$ cat src/rtl/multicycle_control32_if.sv
// Control bus between the multi-cycle controller and the datapath.
//   master : the controller (samples instruction fields/flags, drives strobes)
//   slave  : the datapath side (drives instruction fields/flags, obeys strobes)
// Inputs to the controller: opcode, function_opcode, alu_result_high, zero,
// io_ready. Outputs: state, ir_write, pc_write, pc_src, static decode fields,
// reg_write, mem/io strobes, memorio_to_reg, io_err.
interface multicycle_control32_if #(
   parameter int IO_HIGH_W = 22
);
   logic [5:0]           opcode;
   logic [5:0]           function_opcode;
   logic [IO_HIGH_W-1:0] alu_result_high;
   logic                 zero;
   logic                 io_ready;
   logic [2:0]           state;
   logic                 ir_write;
   logic                 pc_write;
   logic [1:0]           pc_src;
   logic                 reg_dst;
   logic                 alu_src;
   logic                 i_format;
   logic                 sftmd;
   logic                 jal;
   logic [1:0]           alu_op;
   logic                 reg_write;
   logic                 mem_read;
   logic                 mem_write;
   logic                 io_read;
   logic                 io_write;
   logic                 memorio_to_reg;
   logic                 io_err;

   modport master (
      input  opcode, function_opcode, alu_result_high, zero, io_ready,
      output state, ir_write, pc_write, pc_src, reg_dst, alu_src, i_format,
             sftmd, jal, alu_op, reg_write, mem_read, mem_write, io_read,
             io_write, memorio_to_reg, io_err
   );

   modport slave (
      output opcode, function_opcode, alu_result_high, zero, io_ready,
      input  state, ir_write, pc_write, pc_src, reg_dst, alu_src, i_format,
             sftmd, jal, alu_op, reg_write, mem_read, mem_write, io_read,
             io_write, memorio_to_reg, io_err
   );
endinterface

$ cat src/rtl/multicycle_control32.sv
// Multi-cycle MIPS control unit: one FSM steps each instruction through
// FETCH/DECODE/EXEC/MEM/WB and emits per-state strobes for the datapath.
// Ports: clock (rising edge), reset (async, active-high),
//        bus (multicycle_control32_if.master, see the interface file).
// Optional feature: define IO_TIMEOUT_EN to abort IO accesses that see no
// io_ready within IO_TIMEOUT cycles and raise the sticky io_err flag.
//
//   state  | meaning
//   FETCH  | instruction memory read, MEM_LAT cycles; IR/PC load in last
//   DECODE | capture opcode/func into the decode registers
//   EXEC   | branch/jump resolution, pick MEM/WB/FETCH
//   MEM    | data memory (MEM_LAT cycles) or IO (until io_ready)
//   WB     | register file write
module multicycle_control32 #(
   parameter int                   MEM_LAT     = 1,
   parameter int                   IO_HIGH_W   = 22,
   parameter logic [IO_HIGH_W-1:0] IO_HIGH_VAL = 22'h3FFFFF,
   parameter int                   IO_TIMEOUT  = 255
) (
   input logic                    clock,
   input logic                    reset,
   multicycle_control32_if.master bus
);
   typedef enum logic [2:0] {
      FETCH  = 3'd0,
      DECODE = 3'd1,
      EXEC   = 3'd2,
      MEM    = 3'd3,
      WB     = 3'd4
   } state_t;

   localparam int LAT_W = (MEM_LAT > 1) ? $clog2(MEM_LAT) : 1;
   localparam logic [LAT_W-1:0] LAT_LAST = LAT_W'(MEM_LAT - 1);

   if (MEM_LAT < 1) begin : g_bad_mem_lat
      $error("MEM_LAT must be at least 1");
   end
   if (IO_TIMEOUT < 1) begin : g_bad_io_timeout
      $error("IO_TIMEOUT must be at least 1");
   end

   state_t           state_q, state_d;
   logic [LAT_W-1:0] lat_cnt;
   logic [5:0]       op_q, func_q;
   logic             is_io;
   logic             lat_done;

   logic r_format, i_fmt, is_lw, is_sw, is_beq, is_bne, is_j, is_jal, is_jr;
   logic ir_wr, pc_wr, reg_wr, mem_rd, mem_wr, io_rd, io_wr;
   logic [1:0] pc_sel;

   assign r_format = (op_q == 6'b000000);
   assign i_fmt    = (op_q[5:3] == 3'b001);
   assign is_lw    = (op_q == 6'b100011);
   assign is_sw    = (op_q == 6'b101011);
   assign is_beq   = (op_q == 6'b000100);
   assign is_bne   = (op_q == 6'b000101);
   assign is_j     = (op_q == 6'b000010);
   assign is_jal   = (op_q == 6'b000011);
   assign is_jr    = r_format && (func_q == 6'b001000);

   assign lat_done = (lat_cnt == LAT_LAST);

`ifdef IO_TIMEOUT_EN
   localparam int TO_W = (IO_TIMEOUT > 1) ? $clog2(IO_TIMEOUT) : 1;
   localparam logic [TO_W-1:0] TO_LAST = TO_W'(IO_TIMEOUT - 1);
   logic [TO_W-1:0] to_cnt;
   logic            io_err_q;
   logic            io_abort;
`endif

   // Strobes are forced low while reset is high so that a reset pulse
   // kills an in-flight access combinationally, not at the next edge.
   always_comb begin
      state_d = state_q;
      ir_wr   = 1'b0;
      pc_wr   = 1'b0;
      pc_sel  = 2'b00;
      reg_wr  = 1'b0;
      mem_rd  = 1'b0;
      mem_wr  = 1'b0;
      io_rd   = 1'b0;
      io_wr   = 1'b0;
`ifdef IO_TIMEOUT_EN
      io_abort = 1'b0;
`endif
      if (!reset) begin
         case (state_q)
            FETCH: begin
               if (lat_done) begin
                  ir_wr   = 1'b1;
                  pc_wr   = 1'b1;
                  state_d = DECODE;
               end
            end
            DECODE: state_d = EXEC;
            EXEC: begin
               state_d = FETCH;
               if (is_beq) begin
                  pc_wr  = bus.zero;
                  pc_sel = 2'b01;
               end else if (is_bne) begin
                  pc_wr  = !bus.zero;
                  pc_sel = 2'b01;
               end else if (is_j || is_jal) begin
                  pc_wr  = 1'b1;
                  pc_sel = 2'b10;
                  if (is_jal) state_d = WB;
               end else if (is_jr) begin
                  pc_wr  = 1'b1;
                  pc_sel = 2'b11;
               end else if (is_lw || is_sw) begin
                  state_d = MEM;
               end else if (r_format || i_fmt) begin
                  state_d = WB;
               end
            end
            MEM: begin
               if (is_io) begin
                  io_rd = is_lw;
                  io_wr = is_sw;
                  if (bus.io_ready) begin
                     state_d = is_lw ? WB : FETCH;
                  end
`ifdef IO_TIMEOUT_EN
                  else if (to_cnt == TO_LAST) begin
                     io_abort = 1'b1;
                     state_d  = FETCH;
                  end
`endif
               end else begin
                  mem_rd = is_lw;
                  mem_wr = is_sw;
                  if (lat_done) state_d = is_lw ? WB : FETCH;
               end
            end
            WB: begin
               reg_wr  = 1'b1;
               state_d = FETCH;
            end
            default: state_d = FETCH;
         endcase
      end
   end

   always_ff @(posedge clock or posedge reset) begin
      if (reset) begin
         state_q <= FETCH;
         lat_cnt <= '0;
         op_q    <= '0;
         func_q  <= '0;
         is_io   <= 1'b0;
      end else begin
         state_q <= state_d;
         if (state_d != state_q) begin
            lat_cnt <= '0;
         end else if (!lat_done) begin
            lat_cnt <= lat_cnt + 1'b1;
         end
         if (state_q == DECODE) begin
            op_q   <= bus.opcode;
            func_q <= bus.function_opcode;
         end
         if ((state_q == EXEC) && (state_d == MEM)) begin
            is_io <= (bus.alu_result_high == IO_HIGH_VAL);
         end
      end
   end

`ifdef IO_TIMEOUT_EN
   always_ff @(posedge clock or posedge reset) begin
      if (reset) begin
         to_cnt   <= '0;
         io_err_q <= 1'b0;
      end else begin
         if ((state_q == MEM) && is_io && (state_d == MEM)) begin
            to_cnt <= to_cnt + 1'b1;
         end else begin
            to_cnt <= '0;
         end
         if (io_abort) io_err_q <= 1'b1;
      end
   end
   assign bus.io_err = io_err_q;
`else
   assign bus.io_err = 1'b0;
`endif

   assign bus.state          = state_q;
   assign bus.ir_write       = ir_wr;
   assign bus.pc_write       = pc_wr;
   assign bus.pc_src         = pc_sel;
   assign bus.reg_write      = reg_wr;
   assign bus.mem_read       = mem_rd;
   assign bus.mem_write      = mem_wr;
   assign bus.io_read        = io_rd;
   assign bus.io_write       = io_wr;
   assign bus.reg_dst        = r_format;
   assign bus.alu_src        = i_fmt || is_lw || is_sw;
   assign bus.i_format       = i_fmt;
   assign bus.sftmd          = r_format && (func_q[5:3] == 3'b000);
   assign bus.jal            = is_jal;
   assign bus.alu_op         = {r_format || i_fmt, is_beq || is_bne};
   assign bus.memorio_to_reg = is_lw;
endmodule
$ cat src/flat_wrapper.sv
// flat-port wrapper written by rule: the top's interface ports become plain ports
module multicycle_control32_flat 
#(
   parameter int                   MEM_LAT     = 1,
   parameter int                   IO_HIGH_W   = 22,
   parameter logic [IO_HIGH_W-1:0] IO_HIGH_VAL = 22'h3FFFFF,
   parameter int                   IO_TIMEOUT  = 255
)
  (clock, reset, bus_opcode, bus_function_opcode, bus_alu_result_high, bus_zero, bus_io_ready, bus_state, bus_ir_write, bus_pc_write, bus_pc_src, bus_reg_dst, bus_alu_src, bus_i_format, bus_sftmd, bus_jal, bus_alu_op, bus_reg_write, bus_mem_read, bus_mem_write, bus_io_read, bus_io_write, bus_memorio_to_reg, bus_io_err);
  multicycle_control32_if #(.IO_HIGH_W(IO_HIGH_W)) bus_i ();
  input logic clock;
  input logic reset;
  input wire logic [$bits(bus_i.opcode)-1:0] bus_opcode;
  input wire logic [$bits(bus_i.function_opcode)-1:0] bus_function_opcode;
  input wire logic [$bits(bus_i.alu_result_high)-1:0] bus_alu_result_high;
  input wire logic [$bits(bus_i.zero)-1:0] bus_zero;
  input wire logic [$bits(bus_i.io_ready)-1:0] bus_io_ready;
  output wire logic [$bits(bus_i.state)-1:0] bus_state;
  output wire logic [$bits(bus_i.ir_write)-1:0] bus_ir_write;
  output wire logic [$bits(bus_i.pc_write)-1:0] bus_pc_write;
  output wire logic [$bits(bus_i.pc_src)-1:0] bus_pc_src;
  output wire logic [$bits(bus_i.reg_dst)-1:0] bus_reg_dst;
  output wire logic [$bits(bus_i.alu_src)-1:0] bus_alu_src;
  output wire logic [$bits(bus_i.i_format)-1:0] bus_i_format;
  output wire logic [$bits(bus_i.sftmd)-1:0] bus_sftmd;
  output wire logic [$bits(bus_i.jal)-1:0] bus_jal;
  output wire logic [$bits(bus_i.alu_op)-1:0] bus_alu_op;
  output wire logic [$bits(bus_i.reg_write)-1:0] bus_reg_write;
  output wire logic [$bits(bus_i.mem_read)-1:0] bus_mem_read;
  output wire logic [$bits(bus_i.mem_write)-1:0] bus_mem_write;
  output wire logic [$bits(bus_i.io_read)-1:0] bus_io_read;
  output wire logic [$bits(bus_i.io_write)-1:0] bus_io_write;
  output wire logic [$bits(bus_i.memorio_to_reg)-1:0] bus_memorio_to_reg;
  output wire logic [$bits(bus_i.io_err)-1:0] bus_io_err;
  assign bus_i.opcode = bus_opcode;
  assign bus_i.function_opcode = bus_function_opcode;
  assign bus_i.alu_result_high = bus_alu_result_high;
  assign bus_i.zero = bus_zero;
  assign bus_i.io_ready = bus_io_ready;
  assign bus_state = bus_i.state;
  assign bus_ir_write = bus_i.ir_write;
  assign bus_pc_write = bus_i.pc_write;
  assign bus_pc_src = bus_i.pc_src;
  assign bus_reg_dst = bus_i.reg_dst;
  assign bus_alu_src = bus_i.alu_src;
  assign bus_i_format = bus_i.i_format;
  assign bus_sftmd = bus_i.sftmd;
  assign bus_jal = bus_i.jal;
  assign bus_alu_op = bus_i.alu_op;
  assign bus_reg_write = bus_i.reg_write;
  assign bus_mem_read = bus_i.mem_read;
  assign bus_mem_write = bus_i.mem_write;
  assign bus_io_read = bus_i.io_read;
  assign bus_io_write = bus_i.io_write;
  assign bus_memorio_to_reg = bus_i.memorio_to_reg;
  assign bus_io_err = bus_i.io_err;
  multicycle_control32 #(.MEM_LAT(MEM_LAT), .IO_HIGH_W(IO_HIGH_W), .IO_HIGH_VAL(IO_HIGH_VAL), .IO_TIMEOUT(IO_TIMEOUT)) u_core (.clock(clock), .reset(reset), .bus(bus_i));
endmodule
$ cat config.mk
export PLATFORM = sky130hd
export DESIGN_NAME = multicycle_control32_flat
export DESIGN_NICKNAME = d
export VERILOG_FILES = /design/src/rtl/multicycle_control32_if.sv /design/src/rtl/multicycle_control32.sv /design/src/flat_wrapper.sv
export SDC_FILE = /design/constraint.sdc
export NUM_CORES = 1
export LEC_CHECK = 0
export CAP_MARGIN = 20
export CORE_ASPECT_RATIO = 1.25
export CORE_MARGIN = 2
export CORE_UTILIZATION = 25
export DETAILED_ROUTE_END_ITERATION = 8
export PLACE_DENSITY_LB_ADDON = 0.15
export SETUP_SLACK_MARGIN = 0.05
export SLEW_MARGIN = 20
export SYNTH_ARGS = -nofsm -noshare
export SYNTH_HDL_FRONTEND = slang
export SYNTH_SLANG_ARGS = --single-unit
$ cat constraint.sdc
create_clock -name clock -period 4.1 [get_ports clock]
set_input_delay 1.025 -clock clock [delete_from_list [all_inputs] [get_ports clock]]
set_output_delay 1.025 -clock clock [all_outputs]
set_load 0.01 [all_outputs]
==> summary.txt, run 1 <==
Floorplanning
  • Initial standard-cell utilization of the core: 0.256
  • Area of the die: 4290 sq um
  • Die X-Extent: 59.0 um
  • Vert. Die Dim: 72.7 um
  • Number of placement rows: 25
  • Core Box Area: 3690 sq um
  • Top Ports: 59

Global routing
  • Largest net degree at the start of global routing: 18
  • Initial antenna violation count: 0
  • Met3 Usage GRT: 0.0266
  • Global-route wire length before repair: 4.28 mm
  • Global routing's busiest layer: met2
  • Met2 track demand over resource in global routing: 0.214
  • Grt total ovfl: 0
  • GRT Total Usage: 0.128
  • Via count of the first global-routing pass: 977
  • Met1 usage in global routing: 0.166

STA
  • Setup-failing EPs final: 0
  • Max Transition Viols Final: 0
  • Slew at the pin closest to its max-slew limit: 0.977 ns
  • Max Freq: 0.260 GHz
  • Unrepaired setup endpoints after global routing: false
  • Final critical path time including I/O delays and setup: 3.84 ns
  • Setup Total Neg Slack: 0 ns
  • Post-route fraction of the period consumed by the critical path: 0.936
  • Worst slew margin relative to its limit: 0.346
  • Number of hold violations in the final report: 0
  • Worst-case clock skew: 0.000874 ns

Logic synthesis
  • Number of different library cells in the post-synthesis netlist: 35
  • Number of flops mapped to enable cells by yosys: 0
  • Share of flip-flops with an asynchronous set or reset: 1.00
  • Net count of the mapped netlist: 135
  • Synthesized netlist cell count: 97
  • Number of warnings reported in the yosys synthesis log: 0
  • Sequential cell area fraction in the yosys report: 0.424
  • Ys flop type: dfrtp_1
  • Yosys reg bits: 16
  • Synth Cell Area: 945 sq um
  • Mean instance size in the synthesized netlist: 9.74 sq um

Layout
  • Highest-count cells in the layout ignoring fill and taps: clkdlybuf4s50_1, dfrtp_1, nor2_1, mux2_2
  • Nets: 196
  • Most common cell after layout, fill and taps aside: clkdlybuf4s50_1
  • Synth-to-Final Area Change: 69.8%
  • Fraction of final layout cells sized beyond drive strength 1: 0.141
  • Ant. Diodes: 0

Worst setup path
  • CP max stage delay: 0.56 ns
  • Reg-to-Reg End: u_core.op_q[5]$_DFFE_PP0P_
  • WP data required: 3.07 ns
  • Most used cell along the critical path: clkdlybuf4s50_1
  • Slowest cell on the critical path: clkdlybuf4s50_1
  • Family with the most delay on the worst path: buffers and inverters
  • Path depth of the worst reg2reg path: 3
  • Setup Crit Path Kind: input port to primary output
  • Number of buffer and inverter stages on the critical path: 3
  • Setup slack of the worst register-to-register path: 2.16 ns
  • Worst path cell trace: clkdlybuf4s50_1 > nand2b_1 > nor3_1 > buf_4 > a21boi_1 > clkdlybuf4s50_1
  • Startpoint of the most critical register-to-register path: u_core.bus.state[2]$_DFF_PP0_
  • Maximum net fanout on the critical path: 8
  • Nature of the critical path endpoint: primary output
  • Sort of element at the start of the critical path: input port
  • Arrival time of the worst setup path: 2.81 ns

Clock tree
  • CTS tree: yes
  • Root buffer selected by CTS: clkbuf_8
  • Number of gates resized after CTS: 0
  • Clock Sinks: 16
  • Reg clk slew, reported paths: 0.06 ns
  • Number of buffers added for setup after CTS: 0
  • Latest clock arrival within the worst-skew pair: 0.24 ns
  • Clock Tree Buf Depth: 2
  • Number of hold buffers added after CTS: 0
  • Number of buffers inserted during clock tree synthesis: 3
  • CTS H-Tree Depth: 1

Power and ir drop
  • Total power of the final layout: 0.000841 W
  • Leakage Power: 0.632 nW
  • Part of the power in combinational logic: 0.465
  • Net switching power figure: 0.000299 W
  • Net Sw Frac: 0.356
  • Pwr Density: 524 nW/um^2
  • Sequential fraction of design power: 0.401
  • Maximum ir drop on the vdd rail: 0.230 mV
  • Clock network fraction of total power: 0.134
  • Design internal power: 0.000542 W

Hold path
  • Worst hold stages: 1
  • Worst Min Path Start: u_core.func_q[2]$_DFFE_PP0P_
  • Hold EP: u_core.func_q[2]$_DFFE_PP0P_
  • Hold Crit Class: flop to flop

Status
  • Violated checks: DRC
  • Outcome: complete, but fails checks

Placement
  • DP Wirelength: 2.13 mm
  • Gp weighted congestion: 0.694
  • PortBufs: 57

Route
  • Wire length per cell after detailed routing: 13.3 um
  • Via count: 938
  • Drt first pass iters: 6
  • Remaining design rule violation count: 3
  • Residual antenna-violating net count after detailed routing: 0
  • Starting DRC count in detailed routing: 33
  • Final routed wirelength across all metal layers: 2.61 mm
  • Vias/cell: 4.79

Job
  • Number of maximum-capacitance violations: 0
[through the flow]
step / cell area, sq um / utilization / worst slack, ns / hold WS, ns / std cells
6_report: 1600 / 0.435 / 0.261 / 0.515 / 196
5_1_grt: 1600 / 0.435 / 0.0964 / 0.536 / 196
4_1_cts: 1600 / 0.435 / 0.240 / 0.516 / 196
3_5_place_dp: 1560 / 0.423 / 0.271 / 0.500 / 193
3_3_place_gp: 1560 / 0.423 / 0.272 / 0.495 / 193
2_1_floorplan: 945 / - / 1.28 / 0.482 / 97
[worst register-to-register path: stages, from the launching register on]
cell,delay [ns]
dfrtp_1,0.46
nand2b_1,0.19
nor2_1,0.75
mux2_2,0.42
[logic make-up after synthesis]
kind of cell    Yosys count  synth area share
flops                    16             0.424
simple gates             46             0.273
xor+xnor                  1           0.00927
mux                      13             0.154
buf+inv                   6            0.0305
compound gates           14             0.106
other cells               1           0.00397
[power groups by stage]
stage	Sequential (W)	Clock, W	Combinational (W)
6_report	0.000337	0.000113	0.000391
5_1_grt	0.000358	0.000125	0.000430
4_1_cts	0.000338	0.000117	0.000396
3_5_place_dp	0.000340	0	0.000394
3_3_place_gp	0.000337	0	0.000387
2_1_floorplan	0.000311	0	0.000252
[layer usage]
metal / vias to the layer above / routed length [um]
met5: - / 0
met4: 0 / 13
met3: 2 / 113
met2: 22 / 1360
met1: 438 / 1130
li1: 476 / -
[cell usage after synthesis, types with 2 or more instances]
cell type	instances	area share
inv_1	3	0.012
nor3_1	4	0.021
nand2b_1	2	0.013
a21o_1	2	0.016
nor2_1	13	0.052
nand3_1	3	0.016
a21oi_1	3	0.016
buf_2	2	0.011
nand4_1	5	0.033
nand2_1	5	0.020
nor4b_1	3	0.028
dfrtp_1	16	0.42
o21ai_0	2	0.011
nor4_1	2	0.013
mux2_2	12	0.14
[registers in the layout (all words and copies together), names as in the netlist]
register and cells:
u_core.func_q 6, u_core.op_q 6, u_core.bus.state 3, u_core.is_io 1
[cell type report]
class	instances	area, sq um
clock buffers	3	41.3
fillers	380	2090
repair buffers	59	586
multi-input cells	75	515
inverters	3	11.3
flip-flops and latches	16	400
well taps	40	50.0
[worst max-delay path by stage]
| stage | from | end | cells after the start |
|---|---|---|---|
| global route | reset | bus_pc_src[0] | 6 |
| detailed placement | reset | bus_pc_src[0] | 6 |
| finish | reset | bus_pc_src[0] | 6 |
| CTS | reset | bus_pc_src[0] | 6 |
| global placement | reset | bus_pc_src[0] | 6 |
| floorplan | reset | bus_pc_src[0] | 3 |
Power figures use the tool's default switching activity.
==> run 2: changes to the inputs <==
SKIP_LAST_GASP = 1   (was not set)
==> results of run 2 <==
The final DEF is identical to that of run 1; final timing and power are the same.
